$ cat config.mk
export PLATFORM = sky130hd
export DESIGN_NAME = wave_frame_reader
export DESIGN_NICKNAME = d
export VERILOG_FILES = /design/src/rtl/wave_frame_reader.sv
export SDC_FILE = /design/constraint.sdc
export NUM_CORES = 1
export LEC_CHECK = 0
export BUFFER_PORTS_ARGS = -buffer_cell sky130_fd_sc_hd__clkbuf_2
export CORE_ASPECT_RATIO = 0.75
export CORE_MARGIN = 5
export CORE_UTILIZATION = 62
export DETAILED_ROUTE_END_ITERATION = 10
export GPL_ROUTABILITY_DRIVEN = 0
export GPL_TIMING_DRIVEN = 0
export PLACE_DENSITY_LB_ADDON = 0.08
export SLEW_MARGIN = 20
export SYNTH_ARGS = -nofsm -noshare
export SYNTH_HDL_FRONTEND = slang
export SYNTH_SLANG_ARGS = --single-unit
$ cat constraint.sdc
create_clock -name adc_clk -period 6.8 [get_ports adc_clk]
set_clock_uncertainty 0.15 [all_clocks]
set_input_delay 1.36 -clock adc_clk [delete_from_list [all_inputs] [get_ports adc_clk]]
set_output_delay 1.36 -clock adc_clk [all_outputs]
set_load 0.01 [all_outputs]
$ cat src/rtl/wave_frame_reader.sv
`default_nettype none
// ============================================================================
// Module   : wave_frame_reader
// Purpose  : Snoops the ADC sampler's buffer write port for the last sample
//            of a capture frame. It then reads the frame back through the
//            buffer's 1-cycle synchronous read port and streams the samples
//            out over valid/ready. While streaming it gathers the per-frame
//            min, max, peak-to-peak and sum.
// Revision : 1.0 - initial release
// ============================================================================
module wave_frame_reader #(
  parameter int FRAME_LEN = 591,
  parameter int ADDR_W    = 12
) (
  input  logic              adc_clk,
  input  logic              rst,           // asynchronous, active-low
  input  logic              adc_buf_wr,
  input  logic [ADDR_W-1:0] adc_buf_addr,
  output logic [ADDR_W-1:0] rd_addr,
  input  logic [7:0]        rd_data,
  output logic              out_valid,
  input  logic              out_ready,
  output logic [7:0]        out_data,
  output logic              out_last,
  output logic              stats_valid,
  output logic [7:0]        vmax,
  output logic [7:0]        vmin,
  output logic [7:0]        vpp,
  output logic [19:0]       vsum,
  output logic              frame_drop
);

  localparam logic [ADDR_W-1:0] LAST_IDX = ADDR_W'(FRAME_LEN - 1);
  localparam logic [ADDR_W-1:0] ADDR_ONE = ADDR_W'(1);

  // One readout pass per frame: READ presents the address, LATCH captures
  // the returned data, and OUT holds the sample until it is accepted.
  typedef enum logic [2:0] {
    S_IDLE  = 3'd0,
    S_READ  = 3'd1,
    S_LATCH = 3'd2,
    S_OUT   = 3'd3,
    S_DONE  = 3'd4
  } state_t;

  state_t            state_q,       state_d;
  logic [ADDR_W-1:0] rd_addr_q,     rd_addr_d;
  logic [ADDR_W-1:0] idx_q,         idx_d;
  logic [7:0]        out_data_q,    out_data_d;
  logic              out_valid_q,   out_valid_d;
  logic              out_last_q,    out_last_d;
  logic [7:0]        acc_max_q,     acc_max_d;
  logic [7:0]        acc_min_q,     acc_min_d;
  logic [19:0]       acc_sum_q,     acc_sum_d;
  logic              stats_valid_q, stats_valid_d;
  logic [7:0]        vmax_q,        vmax_d;
  logic [7:0]        vmin_q,        vmin_d;
  logic [7:0]        vpp_q,         vpp_d;
  logic [19:0]       vsum_q,        vsum_d;
  logic              frame_drop_q,  frame_drop_d;

  logic              frame_done;

  // A frame is complete when the sampler writes its final address.
  assign frame_done = adc_buf_wr && (adc_buf_addr == LAST_IDX);

  // Next-state and next-output computation for the readout sequencer.
  always_comb begin
    state_d       = state_q;
    rd_addr_d     = rd_addr_q;
    idx_d         = idx_q;
    out_data_d    = out_data_q;
    out_valid_d   = out_valid_q;
    out_last_d    = out_last_q;
    acc_max_d     = acc_max_q;
    acc_min_d     = acc_min_q;
    acc_sum_d     = acc_sum_q;
    stats_valid_d = 1'b0;
    vmax_d        = vmax_q;
    vmin_d        = vmin_q;
    vpp_d         = vpp_q;
    vsum_d        = vsum_q;
    // A completed frame is lost if a readout pass is still in progress,
    // including the single S_DONE cycle.
    frame_drop_d  = frame_drop_q | (frame_done && (state_q != S_IDLE));

    case (state_q)
      S_IDLE: begin
        if (frame_done) begin
          state_d   = S_READ;
          rd_addr_d = '0;
          idx_d     = '0;
          acc_max_d = 8'h00;
          acc_min_d = 8'hFF;
          acc_sum_d = 20'd0;
        end
      end

      S_READ: begin
        state_d = S_LATCH;
      end

      S_LATCH: begin
        out_data_d  = rd_data;
        out_valid_d = 1'b1;
        out_last_d  = (idx_q == LAST_IDX);
        if (rd_data > acc_max_q) acc_max_d = rd_data;
        if (rd_data < acc_min_q) acc_min_d = rd_data;
        acc_sum_d   = acc_sum_q + {12'd0, rd_data};
        state_d     = S_OUT;
      end

      S_OUT: begin
        if (out_ready) begin
          out_valid_d = 1'b0;
          out_last_d  = 1'b0;
          if (idx_q == LAST_IDX) begin
            // Stats become visible in the S_DONE cycle with the pulse.
            state_d       = S_DONE;
            stats_valid_d = 1'b1;
            vmax_d        = acc_max_q;
            vmin_d        = acc_min_q;
            vpp_d         = acc_max_q - acc_min_q;
            vsum_d        = acc_sum_q;
          end else begin
            idx_d     = idx_q + ADDR_ONE;
            rd_addr_d = rd_addr_q + ADDR_ONE;
            state_d   = S_READ;
          end
        end
      end

      S_DONE: begin
        state_d = S_IDLE;
      end

      default: begin
        state_d     = S_IDLE;
        out_valid_d = 1'b0;
        out_last_d  = 1'b0;
      end
    endcase
  end

  // State and output registers; reset aborts any pass in progress.
  always_ff @(posedge adc_clk or negedge rst) begin
    if (!rst) begin
      state_q       <= S_IDLE;
      rd_addr_q     <= '0;
      idx_q         <= '0;
      out_data_q    <= 8'h00;
      out_valid_q   <= 1'b0;
      out_last_q    <= 1'b0;
      acc_max_q     <= 8'h00;
      acc_min_q     <= 8'h00;
      acc_sum_q     <= 20'd0;
      stats_valid_q <= 1'b0;
      vmax_q        <= 8'h00;
      vmin_q        <= 8'h00;
      vpp_q         <= 8'h00;
      vsum_q        <= 20'd0;
      frame_drop_q  <= 1'b0;
    end else begin
      state_q       <= state_d;
      rd_addr_q     <= rd_addr_d;
      idx_q         <= idx_d;
      out_data_q    <= out_data_d;
      out_valid_q   <= out_valid_d;
      out_last_q    <= out_last_d;
      acc_max_q     <= acc_max_d;
      acc_min_q     <= acc_min_d;
      acc_sum_q     <= acc_sum_d;
      stats_valid_q <= stats_valid_d;
      vmax_q        <= vmax_d;
      vmin_q        <= vmin_d;
      vpp_q         <= vpp_d;
      vsum_q        <= vsum_d;
      frame_drop_q  <= frame_drop_d;
    end
  end

  assign rd_addr     = rd_addr_q;
  assign out_valid   = out_valid_q;
  assign out_data    = out_data_q;
  assign out_last    = out_last_q;
  assign stats_valid = stats_valid_q;
  assign vmax        = vmax_q;
  assign vmin        = vmin_q;
  assign vpp         = vpp_q;
  assign vsum        = vsum_q;
  assign frame_drop  = frame_drop_q;

endmodule
`default_nettype wire

After elaboration in Yosys (flattened, before gate mapping)
Index checks and enable logic that the tools add are counted.

Flip-flop bits (word level): 119. Latch bits: 0. Memory bits (writable): 0. Memory bits (read-only): 0. Input bits: 24. Word-level logic and storage cells: 73. Memories kept: 0.

Add/sub/neg operators: 4. $mul: 0. Divide/modulo/power cells: 0. Order comparisons: 2. Eq/ne operators: 11. Shift-type cells: 0. Mux-type cells: 25. Bitwise gates (word level): 2. Reduce and logical (&&, ||, !) cells: 14.

Operator list (number): 12-bit two-way mux (5); 12-bit one-hot mux with 2 select lines (2); 20-bit one-hot mux with 2 select lines (1); 8-bit two-way mux (4); 8-bit one-hot mux with 2 select lines (2); 12-bit by 1-bit adder with 12-bit output (second input constant) (2); 12-bit by 10-bit == test with 1-bit output (second input constant) (2); 20-bit by 8-bit adder with 20-bit output (1); 20-bit two-way mux (1); 3-bit one-hot mux with 4 select lines (1); 2-bit != test (second input constant) (5); 3-bit two-way mux (3); 3-bit AND reduction (3); 8-bit > comparator (1); 8-bit less-than comparator (1); 8-bit subtractor (1); 3-bit by 2-bit == test with 1-bit output (second input constant) (2); 1-bit one-hot mux with 3 select lines (2); 2-bit AND reduction (3); 1-bit two-way mux (4); 4-bit AND reduction (1); 2-bit nonzero test (2); 3-bit by 1-bit == test with 1-bit output (second input constant) (1); 3-bit == test (second input constant) (1); 6 further kinds (7).

Logic depth before layout (Yosys ltp)
Gate-level depths: netlist of run 1.

Depth after elaboration: 4. Depth in mapped cells: 8. Depth with buffers taken out: 8.

Least setup slack after synthesis of run 1
OpenSTA, ideal clock, no wires.

Path type: input to register. Start point: in rd_data[0]. End point: reg acc_sum_q[12]. Setup time: 0.129 ns. Arrival time: 2.869 ns. Required time: 6.521 ns. Setup slack: 3.652 ns. Stages on the path: 7. Path buffers: 0. Cell sequence: ha_1 -> fa_1 -> a211oi_1 -> o211ai_1 -> o2111ai_1 -> nor3_1 -> mux2i_1.

Longest elaborated chain between the ends: 2.

RTL lines: start: declaration (line 20) `input logic [7:0] rd_data,`; 20-bit by 8-bit adder with 20-bit output (line 109) `acc_sum_d = acc_sum_q + {12'd0, rd_data};`; 20-bit one-hot mux with 2 select lines (line 87) `case (state_q)`; end signal: assignment (line 172) `acc_sum_q <= acc_sum_d;`; end: declaration (line 54) `logic [19:0] acc_sum_q, acc_sum_d;`.

No other way between the ends. A chain may end at the register's enable or synchronous reset.

Worst setup path after layout of run 1
Start point: in rd_data[0]. End point: reg acc_sum_q[10].

Same word-level chain as after synthesis.

==> results.py, run 1 <==
metrics = {
    "place": {
        "io_buffers": 91,
        "dp_hpwl_um": 10900,
    },
    "layout": {
        "final_common_cell": "nand2_1",
        "final_nets": 804,
        "final_cell_mix": "131 x nand2_1, 119 x dfrtp_1, 90 x clkbuf_2",
        "multiInputGateArea_um2": 2830,
        "drive_gt1_share_pct": 18.3,
        "regArea_um2": 2980,
        "antenna_cells": 0,
        "fillCellCount": 657,
        "syn2layout_area_growth_pct": 21.7,
    },
    "detailed_routing": {
        "remaining_drc_errors": 0,
        "drt-vias-per-instance": 5.85,
        "avgRoutedWirePerCell_um": 16.8,
        "finalWirelength_um": 15000,
        "drt_iter0_drc": 395,
        "final_antenna_net_count": 0,
        "drtPass1Iterations": 5,
        "vias": 5208,
    },
    "status": {
        "status": "finished, final reports clean",
    },
    "logic_synthesis": {
        "synth_nets": 693,
        "synth-edff-count": 0,
        "ys_seq_area_share_pct": 49.3,
        "yosys_warnings": 0,
        "synth_cell_types": 54,
        "ys_ff_latch": 119,
        "synth_cells": 634,
        "syn_area_um2": 6050,
        "synth_ff_type": "dfrtp_1",
        "ys_async_sr_fraction_pct": 100,
        "avgSynthCellArea_um2": 9.54,
    },
    "setup_path": {
        "crit_arrival_ns": 3.40,
        "crit_top_cell": "o211ai_1",
        "crit_chain": "clkbuf_2 -> ha_1 -> fa_1 -> a211oi_1 -> o211ai_1 -> o2111ai_1 -> o211ai_1 -> o31ai_1",
        "crit_fanout": 9,
        "cp_slowest_cell": "fa_1",
        "cp-end-kind": "register",
        "crit_type": "input pin to register",
        "critPathLaunchType": "input pin",
        "critical_path_required_ns": 6.97,
        "cpPeakStageDelay_ns": 0.44,
    },
    "hold_path": {
        "hold_class": "register to register",
    },
    "pwr": {
        "p_comb_share_pct": 33.7,
        "leakage_nw": 3.74,
        "power_w": 0.00297,
        "p_per_area_nw_per_um2": 404,
        "seqPwrFrac_pct": 33.2,
        "p_int_w": 0.00193,
        "ir_worst_vdd_mv": 0.188,
        "clkPwrFrac_pct": 33.1,
        "p_sw_share_pct": 35.0,
        "p_sw_w": 0.00104,
    },
    "global_route": {
        "grt_pass1_vias": 5146,
        "grt_first_pass_wirelength_um": 25000,
        "grt.overflow.total": 0,
        "antenna_found_initial": 0,
        "grt_max_degree": 66,
        "grt_use_total_pct": 27.6,
    },
    "clock_network": {
        "post_cts_buffers": 0,
        "root_buffer": "clkbuf_16",
        "clk_latency_ns": 0.42,
        "cts.sinks": 119,
        "numCtsBuffers": 17,
        "clk_pin_slew_worst_paths_ns": 0.05,
        "cts_buffer_depth": 2,
        "tritoncts": "built",
        "cts_hold_buf": 0,
        "htree_levels": 4,
        "cts_resized": 0,
    },
    "timing": {
        "fin_crit_sh_pct": 47.6,
        "rsz0062_at_grt": "false",
        "tightest_slew_ns": 0.926,
        "setup_violations": 0,
        "slew_headroom_pct": 37.8,
        "hold_violations": 0,
        "setup-tns-final_ns": 0,
        "post-route-min-period_ns": 3.24,
        "drv_slew": 0,
        "max_freq_mhz": 309,
    },
    "die": {
        "design.die.area_um2": 11800,
        "die_w_um": 124,
        "die_h_um": 95.5,
        "ioPinCount": 92,
        "core-area_um2": 9580,
        "start_util_pct": 63.1,
        "rows": 31,
    },
    "flow_run": {
        "max-cap-violations": 0,
    },
}
==> logic make-up after synthesis <==
kind of cell               count (synthesis)  synth area share, %
muxes                                     22                 3.64
xor gates and xnor gates                  25                 3.62
and+or+nand+nor                          257                 19.6
DFF                                      119                 49.3
adders and majority gates                 35                 7.49
AOI/OAI and AO/OA                        120                 12.5
buffers and inverters                     56                 3.89
==> flip-flops by register name, indices dropped and copies added, names as in the netlist, 3 cells and up <==
name and cells:
state_q 3, vmax 8, vmin 8, acc_sum_q 20, vsum 20, rd_addr 12, acc_min_q 8, out_data 8
vpp 8, acc_max_q 8, idx_q 12
==> Yosys cell counts, types with 4 or more instances <==
cell type / instances / area share (%)
buf_2: 5 / 0.41
o31ai_1: 9 / 1.1
a211oi_1: 6 / 0.74
dfrtp_1: 119 / 49
nor2_1: 39 / 2.4
xnor2_1: 17 / 2.5
a31oi_1: 4 / 0.41
nand3_1: 27 / 2.2
mux2i_1: 22 / 3.6
o211ai_1: 9 / 1.1
nor3_1: 16 / 1.3
inv_1: 31 / 1.9
xor2_1: 8 / 1.2
clkbuf_1: 16 / 0.99
a21o_1: 4 / 0.50
a21oi_1: 13 / 1.1
ha_1: 33 / 6.8
and3_1: 7 / 0.72
and4_1: 6 / 0.87
o21ai_0: 59 / 4.9
nand2_1: 131 / 8.1
nand4_1: 6 / 0.62
==> path summary, 6_finish.rpt <==
kind / start / end / slack (ns) / cells after the start
setup / recovery: rd_data[0] / acc_sum_q[10] / 3.56 / 8
hold / removal: vsum[0] / vsum[0] / 0.32 / 2
setup reg to reg: acc_sum_q[0] / acc_sum_q[10] / 4.24 / 7
hold reg to reg: vsum[0] / vsum[0] / 0.32 / 2
max in group asynchronous: rst / out_last / 5.06 / 2
min in group asynchronous: rst / vpp[1] / 0.76 / 1
==> power by group through the flow <==
stage / clock network, W / registers, W / logic (W)
final: 0.000984 / 0.000987 / 0.00100
after global routing: 0.00102 / 0.00100 / 0.00113
after CTS: 0.000991 / 0.000981 / 0.000993
after detailed placement: 0 / 0.000992 / 0.000983
after global placement: 0 / 0.000984 / 0.000935
after floorplan: 0 / 0.000971 / 0.000715
==> cell type report <==
| type | instances | area share, % |
|---|---|---|
| timing repair buffer | 92 | 6.68 |
| tap | 132 | 2.25 |
| inverter | 31 | 1.58 |
| buffer | 25 | 1.62 |
| sequential | 119 | 40.5 |
| clock buffer | 25 | 7.01 |
| clock inverter | 7 | 1.87 |
| multi-input combinational | 459 | 38.5 |
==> worst max-delay path: cells and delay by family <==
kind,cells,cell delay [ns]
adder cells (fa/ha/maj),2,0.69
buffers and inverters,1,0.12
AO/OA/AOI/OAI,5,1.24
==> metal layers <==
| layer | up-vias | share of wire, % | GRT usage (%) |
|---|---|---|---|
| met1 | 2556 | 44 | 38.2 |
| met3 | 16 | 8.2 | 6.70 |
| li1 | 2431 | - | - |
| met2 | 205 | 46 | 43.3 |
| met4 | 0 | 0.96 | 8.66 |
| met5 | - | 0 | 0 |
==> metrics by stage <==
step	hold WS [ns]	std cells	area [um2]	worst slack [ns]	util, %
floorplan	0.298	634	6050	3.65	-
global placement	0.292	857	6670	2.53	69.6
detailed placement	0.307	858	6700	3.21	70.0
CTS	0.319	890	7360	3.63	76.8
global route	0.342	890	7360	3.48	76.8
finish	0.316	890	7360	3.56	76.8
(Power assumes the default switching activity.)
==> run 2, diff against run 1 <==
CORE_UTILIZATION = 57   (was 62)
clock period = 3.3 ns   (was 6.8 ns; I/O delays follow)
==> results.py, run 2 (same netlist as run 1, synthesis figures left out) <==
metrics = {
    "setup_path": {
        "crit_type": "register to register",
        "crit_fanout": 9,
        "critPathLaunchType": "register",
        "critical_path_required_ns": 3.45,
        "r2r_end": "acc_sum_q[10]",
        "r2r_cells": 7,
        "r2r-start": "acc_sum_q[0]",
        "crit_arrival_ns": 2.73,
        "rrSetupSlack_ns": 0.73,
        "cp-end-kind": "register",
    },
    "clock_network": {
        "post_cts_buffers": 0,
        "root_buffer": "clkbuf_16",
        "tritoncts": "built",
        "cts_buffer_depth": 2,
        "cts.sinks": 119,
        "clk_pin_slew_worst_paths_ns": 0.05,
        "htree_levels": 4,
        "numCtsBuffers": 17,
        "clk_latency_ns": 0.41,
        "cts_hold_buf": 0,
        "cts_resized": 0,
    },
    "detailed_routing": {
        "vias": 5135,
        "avgRoutedWirePerCell_um": 17.0,
        "remaining_drc_errors": 0,
        "drt_iter0_drc": 300,
        "final_antenna_net_count": 0,
        "drt-vias-per-instance": 5.74,
        "finalWirelength_um": 15200,
        "drtPass1Iterations": 5,
    },
    "layout": {
        "final_util_pct": 70.1,
        "antenna_cells": 0,
        "final_nets": 804,
        "final_common_cell": "nand2_1",
        "fillCellCount": 822,
        "final_cell_mix": "131 x nand2_1, 119 x dfrtp_1, 90 x clkbuf_2",
        "drive_gt1_share_pct": 18.1,
        "syn2layout_area_growth_pct": 19.8,
    },
    "die": {
        "design.die.area_um2": 12800,
        "core-area_um2": 10300,
        "ioPinCount": 92,
        "die_h_um": 99.2,
        "rows": 32,
        "die_w_um": 129,
        "start_util_pct": 58.5,
    },
    "global_route": {
        "grt_use_total_pct": 25.2,
        "grt_pass1_vias": 5139,
        "grt_first_pass_wirelength_um": 25600,
        "antenna_found_initial": 0,
        "grt_max_degree": 72,
        "grt.overflow.total": 0,
    },
    "timing": {
        "tightest_slew_ns": 0.873,
        "max_freq_mhz": 389,
        "rsz0062_at_grt": "false",
        "slew_headroom_pct": 41.4,
        "setup_violations": 0,
        "hold_violations": 0,
        "fin_crit_sh_pct": 77.9,
        "post-route-min-period_ns": 2.57,
        "fin_ws_ns": 0.728,
        "drv_slew": 0,
    },
    "pwr": {
        "power_w": 0.00582,
        "leakage_nw": 3.69,
        "p_per_area_nw_per_um2": 803,
        "ir_worst_vdd_mv": 0.384,
    },
    "place": {
        "dp_hpwl_um": 11100,
        "io_buffers": 91,
        "pre_cts_slack_ns": 0.407,
    },
    "flow_run": {
        "max-cap-violations": 0,
    },
    "status": {
        "status": "finished, final reports clean",
    },
    "hold_path": {
        "hold_class": "input pin to async pin",
    },
}
## run 2: report_power, final
part           internal, W  switching, W
sequential         0.00175      0.000280
combinational     0.000846       0.00128
clock              0.00104      0.000617
total              0.00364       0.00218
## run 2: how the worst max path moves through the flow
stage	startpoint	to	slack [ns]	cells after the start
3_3_place_gp	rst	vsum[9]	-0.28	1
3_5_place_dp	rd_data[0]	acc_sum_q[12]	0.41	8
2_1_floorplan	rd_data[0]	acc_sum_q[12]	0.85	7
6_report	acc_sum_q[0]	acc_sum_q[10]	0.73	7
5_1_grt	acc_sum_q[0]	acc_sum_q[10]	0.58	7
4_1_cts	acc_sum_q[0]	acc_sum_q[12]	0.79	7
## run 2: critical path: stages (launching register included)
cell and delay, ns:
dfrtp_1 0.39, ha_1 0.23, fa_1 0.43, a211oi_1 0.37, o211ai_1 0.16, o2111ai_1 0.42, o211ai_1 0.20, o31ai_1 0.11
## run 2: final cells by class
cell class	instances	area (um2)	share of cell area, %
flip-flops and latches	119	2980	41.1
multi-input cells	459	2830	39.1
repair buffers	92	492	6.79
clock buffers	22	454	6.27
well taps	136	170	2.35
plain buffers	25	119	1.64
inverters	31	116	1.61
clock inverters	10	80.1	1.11
## run 2: stage by stage
step,hold WS [ns],setup TNS (ns),area [um2],std cells
4_1_cts,0.0537,0,7240,894
3_5_place_dp,0.306,0,6710,862
6_report,0.0431,0,7240,894
3_3_place_gp,0.301,-31.97,6670,861
5_1_grt,0.0580,0,7240,894
2_1_floorplan,0.214,0,6050,634
## run 2: routing by layer
metal	wire length, um	track usage [%]	up-vias	share of wire, %
li1	-	-	2420	-
met2	7080	38.8	189	47
met5	0	0	-	0
met4	230	7.91	0	1.5
met3	1000	5.58	24	6.6
met1	6910	35.9	2502	45
